### src/rtl/uart_rx_if.sv
// Signal bundle between a UART receiver and its surroundings: serial line and baud
// tick in, received byte, status strobes and FSM debug state out.
interface uart_rx_if #(
  parameter int DATA_BITS = 8
);
  // No backpressure: O_rx_done and O_frame_err are valid-only strobes, one I_sys_clk
  // cycle wide; the consumer must take O_rx_data in the O_rx_done cycle or read it
  // later, because it holds until the next good frame.
  logic                 I_baud_tick;
  logic                 I_rx;
  logic [DATA_BITS-1:0] O_rx_data;
  logic                 O_rx_done;
  logic                 O_frame_err;
  logic                 O_busy;
  logic [2:0]           O_dbg_state;

  modport master (
    output I_baud_tick, I_rx,
    input  O_rx_data, O_rx_done, O_frame_err, O_busy, O_dbg_state
  );

  modport slave (
    input  I_baud_tick, I_rx,
    output O_rx_data, O_rx_done, O_frame_err, O_busy, O_dbg_state
  );
endinterface

### src/rtl/uart_rx.sv
// 16x-oversampled UART receiver: mid-bit sampling, start-glitch rejection, framing
// error detection and a BREAK state that waits out a held-low line.
module uart_rx #(
  parameter int DATA_BITS = 8,
  parameter int SB_TICKS  = 16
) (
  input  logic      I_sys_clk,
  input  logic      I_rst,
  uart_rx_if.slave  bus
);

  localparam int TW = (SB_TICKS > 16) ? 5 : 4;
  localparam int BW = (DATA_BITS > 1) ? $clog2(DATA_BITS) : 1;

  typedef enum logic [2:0] {
    ST_IDLE  = 3'd0,
    ST_START = 3'd1,
    ST_DATA  = 3'd2,
    ST_STOP  = 3'd3,
    ST_BREAK = 3'd4
  } state_t;

  logic                 rx_meta_q, rx_s_q;
  state_t               state_q, state_d;
  logic [TW-1:0]        tick_q, tick_d;
  logic [BW-1:0]        bit_q, bit_d;
  logic [DATA_BITS-1:0] shreg_q, shreg_d;
  logic [DATA_BITS-1:0] data_q, data_d;
  logic                 done_q, done_d;
  logic                 ferr_q, ferr_d;

  always_comb begin
    state_d = state_q;
    tick_d  = tick_q;
    bit_d   = bit_q;
    shreg_d = shreg_q;
    data_d  = data_q;
    done_d  = 1'b0;
    ferr_d  = 1'b0;
    unique case (state_q)
      ST_IDLE: begin
        // Leaving IDLE needs no tick; a tick in this cycle is deliberately ignored.
        if (!rx_s_q) begin
          state_d = ST_START;
          tick_d  = '0;
        end
      end
      ST_START: begin
        if (bus.I_baud_tick) begin
          if (tick_q == TW'(7)) begin
            tick_d  = '0;
            bit_d   = '0;
            state_d = rx_s_q ? ST_IDLE : ST_DATA;
          end else begin
            tick_d = tick_q + TW'(1);
          end
        end
      end
      ST_DATA: begin
        if (bus.I_baud_tick) begin
          if (tick_q == TW'(15)) begin
            tick_d  = '0;
            shreg_d = {rx_s_q, shreg_q[DATA_BITS-1:1]};
            if (bit_q == BW'(DATA_BITS - 1)) begin
              bit_d   = '0;
              state_d = ST_STOP;
            end else begin
              bit_d = bit_q + BW'(1);
            end
          end else begin
            tick_d = tick_q + TW'(1);
          end
        end
      end
      ST_STOP: begin
        if (bus.I_baud_tick) begin
          if (tick_q == TW'(SB_TICKS - 1)) begin
            tick_d = '0;
            if (rx_s_q) begin
              data_d  = shreg_q;
              done_d  = 1'b1;
              state_d = ST_IDLE;
            end else begin
              ferr_d  = 1'b1;
              state_d = ST_BREAK;
            end
          end else begin
            tick_d = tick_q + TW'(1);
          end
        end
      end
      ST_BREAK: begin
        // Only a return to idle-high re-arms the receiver, so a held-low line is one error.
        if (rx_s_q) state_d = ST_IDLE;
      end
      default: state_d = ST_IDLE;
    endcase
  end

  always_ff @(posedge I_sys_clk or posedge I_rst) begin
    if (I_rst) begin
      rx_meta_q <= 1'b1;
      rx_s_q    <= 1'b1;
      state_q   <= ST_IDLE;
      tick_q    <= '0;
      bit_q     <= '0;
      shreg_q   <= '0;
      data_q    <= '0;
      done_q    <= 1'b0;
      ferr_q    <= 1'b0;
    end else begin
      rx_meta_q <= bus.I_rx;
      rx_s_q    <= rx_meta_q;
      state_q   <= state_d;
      tick_q    <= tick_d;
      bit_q     <= bit_d;
      shreg_q   <= shreg_d;
      data_q    <= data_d;
      done_q    <= done_d;
      ferr_q    <= ferr_d;
    end
  end

  assign bus.O_rx_data   = data_q;
  assign bus.O_rx_done   = done_q;
  assign bus.O_frame_err = ferr_q;
  assign bus.O_busy      = (state_q != ST_IDLE);
  assign bus.O_dbg_state = state_q;

endmodule
### src/flat_wrapper.sv
// flat-port wrapper written by rule: the top's interface ports become plain ports
module uart_rx_flat 
#(
  parameter int DATA_BITS = 8,
  parameter int SB_TICKS  = 16
)
  (I_sys_clk, I_rst, bus_I_baud_tick, bus_I_rx, bus_O_rx_data, bus_O_rx_done, bus_O_frame_err, bus_O_busy, bus_O_dbg_state);
  uart_rx_if #(.DATA_BITS(DATA_BITS)) bus_i ();
  input  logic I_sys_clk;
  input  logic I_rst;
  input wire logic [$bits(bus_i.I_baud_tick)-1:0] bus_I_baud_tick;
  input wire logic [$bits(bus_i.I_rx)-1:0] bus_I_rx;
  output wire logic [$bits(bus_i.O_rx_data)-1:0] bus_O_rx_data;
  output wire logic [$bits(bus_i.O_rx_done)-1:0] bus_O_rx_done;
  output wire logic [$bits(bus_i.O_frame_err)-1:0] bus_O_frame_err;
  output wire logic [$bits(bus_i.O_busy)-1:0] bus_O_busy;
  output wire logic [$bits(bus_i.O_dbg_state)-1:0] bus_O_dbg_state;
  assign bus_i.I_baud_tick = bus_I_baud_tick;
  assign bus_i.I_rx = bus_I_rx;
  assign bus_O_rx_data = bus_i.O_rx_data;
  assign bus_O_rx_done = bus_i.O_rx_done;
  assign bus_O_frame_err = bus_i.O_frame_err;
  assign bus_O_busy = bus_i.O_busy;
  assign bus_O_dbg_state = bus_i.O_dbg_state;
  uart_rx #(.DATA_BITS(DATA_BITS), .SB_TICKS(SB_TICKS)) u_core (.I_sys_clk(I_sys_clk), .I_rst(I_rst), .bus(bus_i));
endmodule
### config.mk
export PLATFORM = sky130hd
export DESIGN_NAME = uart_rx_flat
export DESIGN_NICKNAME = d
export VERILOG_FILES = /design/src/rtl/uart_rx_if.sv /design/src/rtl/uart_rx.sv /design/src/flat_wrapper.sv
export SDC_FILE = /design/constraint.sdc
export NUM_CORES = 1
export LEC_CHECK = 0
export BUFFER_PORTS_ARGS = -buffer_cell sky130_fd_sc_hd__clkbuf_2
export CAP_MARGIN = 15
export CORE_MARGIN = 4
export CORE_UTILIZATION = 45
export CTS_CLUSTER_DIAMETER = 30
export DETAILED_ROUTE_END_ITERATION = 16
export PLACE_DENSITY = 0.74
export REMOVE_ABC_BUFFERS = 1
export SLEW_MARGIN = 40
export SYNTH_ARGS = -nofsm -noshare
export SYNTH_HDL_FRONTEND = slang
export SYNTH_SLANG_ARGS = --single-unit
### constraint.sdc
create_clock -name I_sys_clk -period 6.1 [get_ports I_sys_clk]
set_clock_uncertainty 0.15 [all_clocks]
set_input_delay 1.22 -clock I_sys_clk [delete_from_list [all_inputs] [get_ports I_sys_clk]]
set_output_delay 1.22 -clock I_sys_clk [all_outputs]
set_load 0.01 [all_outputs]
==> results_tabular.tex, run 1 <==
\begin{tabular}{lr}
\hline
Metric & Value \\
\hline
\multicolumn{2}{l}{\textbf{Yosys}} \\
\quad Number of warning messages in the yosys log & 0 \\
\quad Avg Synthesized Cell Area & 12.9 sq um \\
\quad Post-Synthesis Cell Area & about 1400 sq um \\
\quad Synth cell types & 39 \\
\quad Fraction of registers with async set or reset after synthesis & between 90\% and 100\% \\
\quad Cells after synthesis & 108 \\
\quad Number of enable-type register cells in the synthesized netlist & 0 \\
\quad Synth Flop Type & dfrtp\_1 \\
\quad Sequential share of the synthesized area & 54.2\% \\
\quad Yosys reg bits & 30 \\
\multicolumn{2}{l}{\textbf{Timing}} \\
\quad Actual transition at the worst max-transition pin & 0.616 ns \\
\quad Setup TNS & 0 ns \\
\quad Minimum hold slack & 0.211 ns \\
\quad Maximum frequency from static timing analysis & between 0.3 and 0.4 GHz \\
\quad Final count of hold timing violations & 0 \\
\quad Minimum period implied by the final worst setup slack & 2.81 ns \\
\quad Final worst-path cycle share & 46.0\% \\
\quad Slew margin rel. & 58.9\% \\
\quad Final count of negative-setup-slack endpoints & 0 \\
\quad Number of max-slew violations in the final report & 0 \\
\quad RSZ-0062 raised after global routing & no \\
\multicolumn{2}{l}{\textbf{Place}} \\
\quad PortBufs & 17 \\
\quad Final weighted congestion in routability-driven placement & 0.890 \\
\quad Number of placed instances, taps included & 150 \\
\quad Detailed Place HPWL & $\sim$1.7 mm \\
\multicolumn{2}{l}{\textbf{Power and ir drop}} \\
\quad Total power & 0.000499 W \\
\quad Switching part of the total power & a little over a third \\
\quad Power per standard cell area & 323 nW/um\^{}2 \\
\quad Clock network power share & 24.9\% \\
\quad Leakage & 0.742 nW \\
\quad Sequential power share & between 50\% and 60\% \\
\quad Portion of total power attributed to combinational logic & 23.4\% \\
\quad P\_sw & 0.000175 W \\
\quad Internal power component & 0.000324 W \\
\quad Peak supply drop & 152 uV \\
\multicolumn{2}{l}{\textbf{Clock network}} \\
\quad PostCTS Resize Cnt & 0 \\
\quad H-tree lvl count & 2 \\
\quad Post-CTS Hold Buffers & 0 \\
\quad Bufs on Longest Clock Path & 2 \\
\quad Worst skew pair latency & about 0.33 ns \\
\quad Clk Tree Root Cell & clkbuf\_4 \\
\quad CTS tree & done \\
\quad CTS buffer count & 5 \\
\quad Post-CTS setup buffer count & 0 \\
\quad Clock sink count & 30 \\
\quad CTS clk-pin slew, worst paths & 0.09 ns \\
\multicolumn{2}{l}{\textbf{Run}} \\
\quad Count of max-cap constraint violations & 0 \\
\multicolumn{2}{l}{\textbf{Worst setup path}} \\
\quad Arrival time at the worst endpoint & $\sim$1.4 ns \\
\quad Worst Setup End Kind & output port \\
\quad Worst Setup Path Type & register to output port \\
\quad CP startpoint kind & register \\
\quad Data required, critical path & 4.73 ns \\
\quad Critical Path Fanout Max & 14 \\
\multicolumn{2}{l}{\textbf{Worst hold path}} \\
\quad Worst hold path type & register to register \\
\multicolumn{2}{l}{\textbf{Detailed routing}} \\
\quad Starting DRC count in detailed routing & 21 \\
\quad Initial DRT Pass Iterations & 4 \\
\quad Routed wire length per instance & 15.0 um \\
\quad Count of vias placed by the detailed router & 944 \\
\quad Routed Wire Length & between 2 and 2.5 mm \\
\quad Drt drc & 0 \\
\quad DRT antenna net count & 0 \\
\quad Avg Vias per Cell & between 5 and 6 \\
\multicolumn{2}{l}{\textbf{GRT}} \\
\quad Combined global-route utilization of all metal layers & 13.5\% \\
\quad Remaining Overflow, GRT & 0 \\
\quad Number of antenna violations at the first check in global routing & 0 \\
\quad Number of global-route vias before repair & 945 \\
\quad Wire length of the first global-routing pass & roughly 4.2 mm \\
\quad Pin count of the biggest net entering global routing & 31 \\
\multicolumn{2}{l}{\textbf{Floorplanning}} \\
\quad Floorplan die width & 63.6 um \\
\quad Initial Utilization & 48.7\% \\
\quad Die Ht & 63.6 um \\
\quad Count of pins on the block boundary & 18 \\
\quad Row count & 19 \\
\quad Core area & 2850 sq um \\
\quad Floorplan die area & 4040 sq um \\
\multicolumn{2}{l}{\textbf{Layout}} \\
\quad FF/Latch Area & 753 sq um \\
\quad ANT cells & 0 \\
\quad Fill cell count & 255 \\
\quad Post-Layout Cell Count & 158 \\
\quad Total area of multi-input combinational cells & between 500 and 600 sq um \\
\quad Post-layout util & 54.1\% \\
\quad P\&R area growth vs syn & 11.1\% \\
\quad Total number of nets in the final design & 133 \\
\quad Proportion of layout cells with a drive suffix above 1 & 40.2\% \\
\multicolumn{2}{l}{\textbf{Run status}} \\
\quad Run status & complete, no violations \\
\hline
\end{tabular}
-- final cells by class --
| cell class | count | share of cell area (%) |
|---|---|---|
| inverters | 5 | 1.22 |
| well taps | 31 | 2.51 |
| multi-input cells | 67 | 37.8 |
| flip-flops and latches | 30 | 48.8 |
| clock buffers | 6 | 3.32 |
| clock inverters | 2 | 0.810 |
| repair buffers | 17 | 5.51 |
-- per-stage QoR --
step,setup WS (ns),area [sq um]
floorplan,3.58,1360
detailed placement,3.28,1480
global route,3.23,1540
finish,3.29,1540
global placement,3.33,1480
CTS,3.28,1540
-- cells in the mapped netlist (2+ instances only) --
cell type | instances | share of area (%)
buf_2 | 3 | 1.1
mux2i_1 | 2 | 1.4
dfstp_2 | 2 | 3.8
inv_1 | 5 | 1.4
clkbuf_1 | 2 | 0.54
nand4b_1 | 2 | 1.3
nand3_1 | 2 | 0.72
a21oi_1 | 3 | 1.1
dfrtp_1 | 28 | 50
ha_1 | 3 | 2.7
mux2_2 | 19 | 15
or3_1 | 3 | 1.4
o31ai_1 | 2 | 1.1
o311ai_0 | 2 | 1.3
o22ai_1 | 2 | 0.90
nand2_1 | 4 | 1.1
nor2_1 | 2 | 0.54
-- cell families (layout without fill, tap and decap cells) --
family / after synthesis / count (layout) / synth area share, %
DFF: 30 / 30 / 54.2
and+or+nand+nor: 28 / 28 / 13.2
muxes: 21 / 21 / 16.8
AOI/OAI and AO/OA: 14 / 14 / 8.64
buffers and inverters: 11 / 30 / 3.78
adders and majority gates: 3 / 3 / 2.70
xor gates and xnor gates: 1 / 1 / 0.630
-- path summary, 6_finish.rpt --
kind | to | slack (ns) | startpoint | cells after the start
worst max-delay path | bus_O_busy | 3.29 | u_core.bus.O_dbg_state[2] | 2
worst min-delay path | u_core.rx_s_q | 0.21 | u_core.rx_meta_q | 0
worst max register to register | u_core.bit_q[0] | 3.92 | u_core.bus.O_dbg_state[0] | 3
worst min register to register | u_core.rx_s_q | 0.21 | u_core.rx_meta_q | 0
max in group asynchronous | u_core.bus.O_rx_done | 4.60 | I_rst | 2
min in group asynchronous | u_core.shreg_q[4] | 0.79 | I_rst | 2
-- registers in the layout (all words and copies together) (netlist names), 3 cells and up --
register	cells
u_core.bus.O_rx_data	8
u_core.bus.O_dbg_state	3
u_core.bit_q	3
u_core.shreg_q	8
u_core.tick_q	4
-- placed cells by master (no fill, tap or decap), types with 2 or more instances in the layout --
cell type | synthesis | layout
a21oi_1 | 3 | 3
clkbuf_2 | 0 | 17
clkbuf_4 | 0 | 5
dfrtp_1 | 28 | 28
dfstp_2 | 2 | 2
ha_1 | 3 | 3
inv_1 | 5 | 4
mux2_2 | 19 | 19
mux2i_1 | 2 | 2
nand2_1 | 4 | 4
nand3_1 | 2 | 2
nand4b_1 | 2 | 2
nor2_1 | 2 | 2
o22ai_1 | 2 | 2
o311ai_0 | 2 | 2
o31ai_1 | 2 | 2
or3_1 | 3 | 3
-- power by group through the flow --
| stage | Sequential, W | Clock (W) | Combinational (W) |
|---|---|---|---|
| global placement | 0.000260 | 0 | 0.000111 |
| CTS | 0.000257 | 0.000129 | 0.000117 |
| floorplan | 0.000253 | 0 | 0.0000862 |
| finish | 0.000258 | 0.000124 | 0.000117 |
| global route | 0.000263 | 0.000139 | 0.000131 |
| detailed placement | 0.000261 | 0 | 0.000116 |
-- critical path: stages, from the launching register on --
cell	delay [ns]
dfrtp_1	0.55
or3_1	0.43
clkbuf_2	0.14
-- routing by layer --
metal | part of all wire, % | track usage (%) | vias to the layer above
li1 | - | - | 432
met5 | 0 | 0 | -
met2 | 49 | 20.7 | 31
met1 | 43 | 17.1 | 476
met4 | 1.4 | 4.85 | 0
met3 | 6.3 | 5.33 | 5
No activity file was read; power rests on OpenSTA's default activity.
==> inputs of run 2 (changes only) <==
- ABC_AREA: not set -> 1
- PLACE_DENSITY: 0.74 -> 0.76
- clock period: 6.1 -> 2.3 ns (I/O delays scaled with it)
==> run 2 against run 1 <==
  * Sequential share of layout area shrank 3.4 points
  * Via count grew 17%
  * Register-to-register slack lost 3.3 ns
  * Global-route usage grew 0.98 points
  * Worst setup slack lost 2.9 ns
  * Clock power grew to 2.5 times the previous value
  * Die area grew 6.1%
  * Critical endpoint unchanged
  * Hold slack lost 0.19 ns
  * Design area grew 7.5%
  * Critical path depth grew 1
==> results_tabular.tex, run 2 <==
\begin{tabular}{lr}
\hline
Metric & Value \\
\hline
\multicolumn{2}{l}{\textbf{Place}} \\
\quad PortBufs & 17 (unchanged) \\
\quad Pre-CTS worst setup slack & 0.671 ns (-2.61 ns) \\
\quad Detailed Place HPWL & 1.92 mm (+16\%) \\
\quad Final weighted congestion in routability-driven placement & 0.830 (-6.8\%) \\
\quad Number of placed instances, taps included & 219 (+46\%) \\
\multicolumn{2}{l}{\textbf{Timing}} \\
\quad Slew margin rel. & 70.4\% (+11 points) \\
\quad Minimum period implied by the final worst setup slack & 1.93 ns \\
\quad RSZ-0062 raised after global routing & no \\
\quad Final count of hold timing violations & 0 (unchanged) \\
\quad Final worst-path cycle share & 83.8\% \\
\quad Minimum hold slack & 0.0249 ns (-0.186 ns) \\
\quad Final count of negative-setup-slack endpoints & 0 (unchanged) \\
\quad Maximum frequency from static timing analysis & 0.519 GHz \\
\quad Number of max-slew violations in the final report & 0 (unchanged) \\
\quad Actual transition at the worst max-transition pin & 0.444 ns (-0.171 ns) \\
\quad Setup TNS & 0 ns (unchanged) \\
\quad Crit path setup slack, layout & 0.373 ns (-2.92 ns) \\
\multicolumn{2}{l}{\textbf{Power and ir drop}} \\
\quad Switching part of the total power & 37.4\% (+2.3 points) \\
\quad Portion of total power attributed to combinational logic & 32.6\% (+9.2 points) \\
\quad P\_sw & 0.000534 W (+210\%) \\
\quad Peak supply drop & 627 uV (+310\%) \\
\quad Leakage & 0.784 nW (+5.6\%) \\
\quad Internal power component & 0.000895 W (+180\%) \\
\quad Clock network power share & 21.9\% (-3.0 points) \\
\quad Power per standard cell area & 860 nW/um\^{}2 (+170\%) \\
\quad Sequential power share & 45.5\% (-6.2 points) \\
\multicolumn{2}{l}{\textbf{Layout}} \\
\quad Post-layout util & 53.5\% (-0.61 points) \\
\quad Post-Layout Cell Count & 227 (+44\%) \\
\quad P\&R area growth vs syn & 11.6\% \\
\quad Commonest non-fill, non-tap cell in the layout & nand2\_1 \\
\quad Fill cell count & 303 (+19\%) \\
\quad Total number of nets in the final design & 189 (+42\%) \\
\quad ANT cells & 0 (unchanged) \\
\quad Most frequent cells in the layout & 42 x nand2\_1, 28 x dfrtp\_1, 17 x inv\_1, 17 x clkbuf\_2, 15 x o21ai\_1 \\
\quad Proportion of layout cells with a drive suffix above 1 & 29.0\% (-11 points) \\
\multicolumn{2}{l}{\textbf{Detailed routing}} \\
\quad Routed Wire Length & 2.54 mm (+7.1\%) \\
\quad Routed wire length per instance & 11.2 um (-25\%) \\
\quad Drt drc & 0 (unchanged) \\
\quad Starting DRC count in detailed routing & 38 (+81\%) \\
\quad Avg Vias per Cell & 4.85 (-19\%) \\
\quad Initial DRT Pass Iterations & 4 (unchanged) \\
\quad Count of vias placed by the detailed router & 1102 (+17\%) \\
\quad DRT antenna net count & 0 (unchanged) \\
\multicolumn{2}{l}{\textbf{Yosys}} \\
\quad Avg Synthesized Cell Area & 9.30 sq um (-28\%) \\
\quad Sequential share of the synthesized area & 50.6\% (-3.6 points) \\
\quad Number of warning messages in the yosys log & 0 (unchanged) \\
\quad Synth cell types & 25 (-36\%) \\
\quad Most common cell in the netlist & nand2\_1 \\
\quad Yosys reg bits & 30 (unchanged) \\
\quad Area share of the leading cell type in the synthesized netlist & 47.1\% (-3.3 points) \\
\quad Cell types with the largest area share after synthesis & dfrtp\_1 47\%, nand2\_1 11\%, o21ai\_1 5.0\% \\
\quad Most common library cells after synthesis & 42 x nand2\_1, 28 x dfrtp\_1, 17 x inv\_1 \\
\quad Cells after synthesis & 160 (+48\%) \\
\quad Number of enable-type register cells in the synthesized netlist & 0 (unchanged) \\
\quad Synth Flop Type & dfrtp\_1 \\
\quad Fraction of registers with async set or reset after synthesis & 100\% (unchanged) \\
\quad Post-Synthesis Cell Area & 1490 sq um (+7.0\%) \\
\quad Cell type with the largest total area after synthesis & dfrtp\_1 \\
\multicolumn{2}{l}{\textbf{Floorplanning}} \\
\quad Count of pins on the block boundary & 18 (unchanged) \\
\quad Floorplan die area & 4290 sq um (+6.1\%) \\
\quad Core area & 3100 sq um (+8.8\%) \\
\quad Floorplan die width & 65.5 um (+3.0\%) \\
\quad Die Ht & 65.5 um (+3.0\%) \\
\quad Row count & 20 (+1) \\
\quad Initial Utilization & 47.9\% (-0.78 points) \\
\multicolumn{2}{l}{\textbf{Worst setup path}} \\
\quad Crit-path cells & inv\_1, nand2\_1, clkbuf\_2 \\
\quad Arrival time at the worst endpoint & 1.32 ns (-0.12 ns) \\
\quad Data required, critical path & 1.69 ns (-3.04 ns) \\
\quad Worst Setup Path Type & register to output port \\
\quad Worst Setup End Kind & output port \\
\quad Critical Path Fanout Max & 10 (-4) \\
\quad Max stage delay cell, worst path & dfrtp\_1 \\
\quad CP startpoint kind & register \\
\quad Slowest Stage Delay on Critical Path & 0.62 ns (+0.07 ns) \\
\multicolumn{2}{l}{\textbf{Clock network}} \\
\quad CTS buffer count & 5 (unchanged) \\
\quad Clk Tree Root Cell & clkbuf\_4 \\
\quad CTS tree & done \\
\quad Post-CTS setup buffer count & 0 (unchanged) \\
\quad H-tree lvl count & 2 (unchanged) \\
\quad CTS clk-pin slew, worst paths & 0.09 ns (about the same) \\
\quad Post-CTS Hold Buffers & 0 (unchanged) \\
\quad PostCTS Resize Cnt & 0 (unchanged) \\
\quad Worst skew pair latency & 0.32 ns (about the same) \\
\quad Clock sink count & 30 (unchanged) \\
\quad Bufs on Longest Clock Path & 2 (unchanged) \\
\multicolumn{2}{l}{\textbf{Worst hold path}} \\
\quad Worst hold path type & input pin to async pin \\
\multicolumn{2}{l}{\textbf{GRT}} \\
\quad Number of antenna violations at the first check in global routing & 0 (unchanged) \\
\quad Pin count of the biggest net entering global routing & 31 (unchanged) \\
\quad Wire length of the first global-routing pass & 4.67 mm (+11\%) \\
\quad Number of global-route vias before repair & 1081 (+14\%) \\
\quad Remaining Overflow, GRT & 0 (unchanged) \\
\quad Combined global-route utilization of all metal layers & 14.5\% (+0.98 points) \\
\multicolumn{2}{l}{\textbf{Run}} \\
\quad Count of max-cap constraint violations & 0 (unchanged) \\
\multicolumn{2}{l}{\textbf{Run status}} \\
\quad Run status & complete, no violations \\
\hline
\end{tabular}
## run 2: cell type report
class	count	area (sq um)	area share (%)
clock buffers	8	58.8	3.54
inverters	20	75.1	4.52
multi-input cells	107	626	37.7
flip-flops and latches	30	753	45.4
well taps	44	55.1	3.32
repair buffers	18	92.6	5.58
## run 2: through the flow
| stage | cell area, sq um | total power (W) |
|---|---|---|
| 2_1_floorplan | 1450 | 0.00102 |
| 3_5_place_dp | 1600 | 0.00113 |
| 6_report | 1660 | 0.00143 |
| 3_3_place_gp | 1600 | 0.00111 |
| 5_1_grt | 1660 | 0.00156 |
| 4_1_cts | 1660 | 0.00145 |
## run 2: cells by family (layout without fill, tap and decap cells)
logic type	after synthesis	count (layout)	synth area share, %
AOI/OAI and AO/OA	28	28	11.7
and+or+nand+nor	75	75	27.2
buffers and inverters	23	46	7.32
DFF	30	30	50.6
adders and majority gates	3	3	2.52
xor gates and xnor gates	1	1	0.589
## run 2: path summary, 6_finish.rpt
| kind | from | to | slack, ns | cells after the start |
|---|---|---|---|---|
| worst max-delay path | u_core.bus.O_dbg_state[2] | bus_O_busy | 0.37 | 3 |
| worst max register to register | u_core.tick_q[0] | u_core.bus.O_rx_data[0] | 0.66 | 7 |
| max in group asynchronous | I_rst | u_core.rx_s_q | 1.67 | 3 |
| worst min-delay path | I_rst | u_core.bus.O_rx_data[7] | 0.02 | 3 |
| worst min register to register | u_core.rx_meta_q | u_core.rx_s_q | 0.21 | 0 |
| min in group I_sys_clk | bus_I_rx | u_core.rx_meta_q | 0.07 | 1 |
## run 2: per-layer routing
metal  GRT usage [%]  wire, um  up-vias
met4            5.18        42        0
met3            6.15       109        6
met1            17.0      1120      515
li1                -         -      557
met2            23.5      1270       24
met5               0         0        -
## run 2: power groups by stage
stage               combinational [W]  clock, W  sequential, W
finish                       0.000466  0.000312       0.000651
global route                 0.000545  0.000357       0.000659
CTS                          0.000472  0.000325       0.000649
detailed placement           0.000470         0       0.000661
global placement             0.000450         0       0.000656
floorplan                    0.000372         0       0.000649
## run 2: critical path: cells and delay by family (launching register included)
kind	cells	cell delay [ns]
simple gates	1	0.09
flops	1	0.62
buf+inv	2	0.28
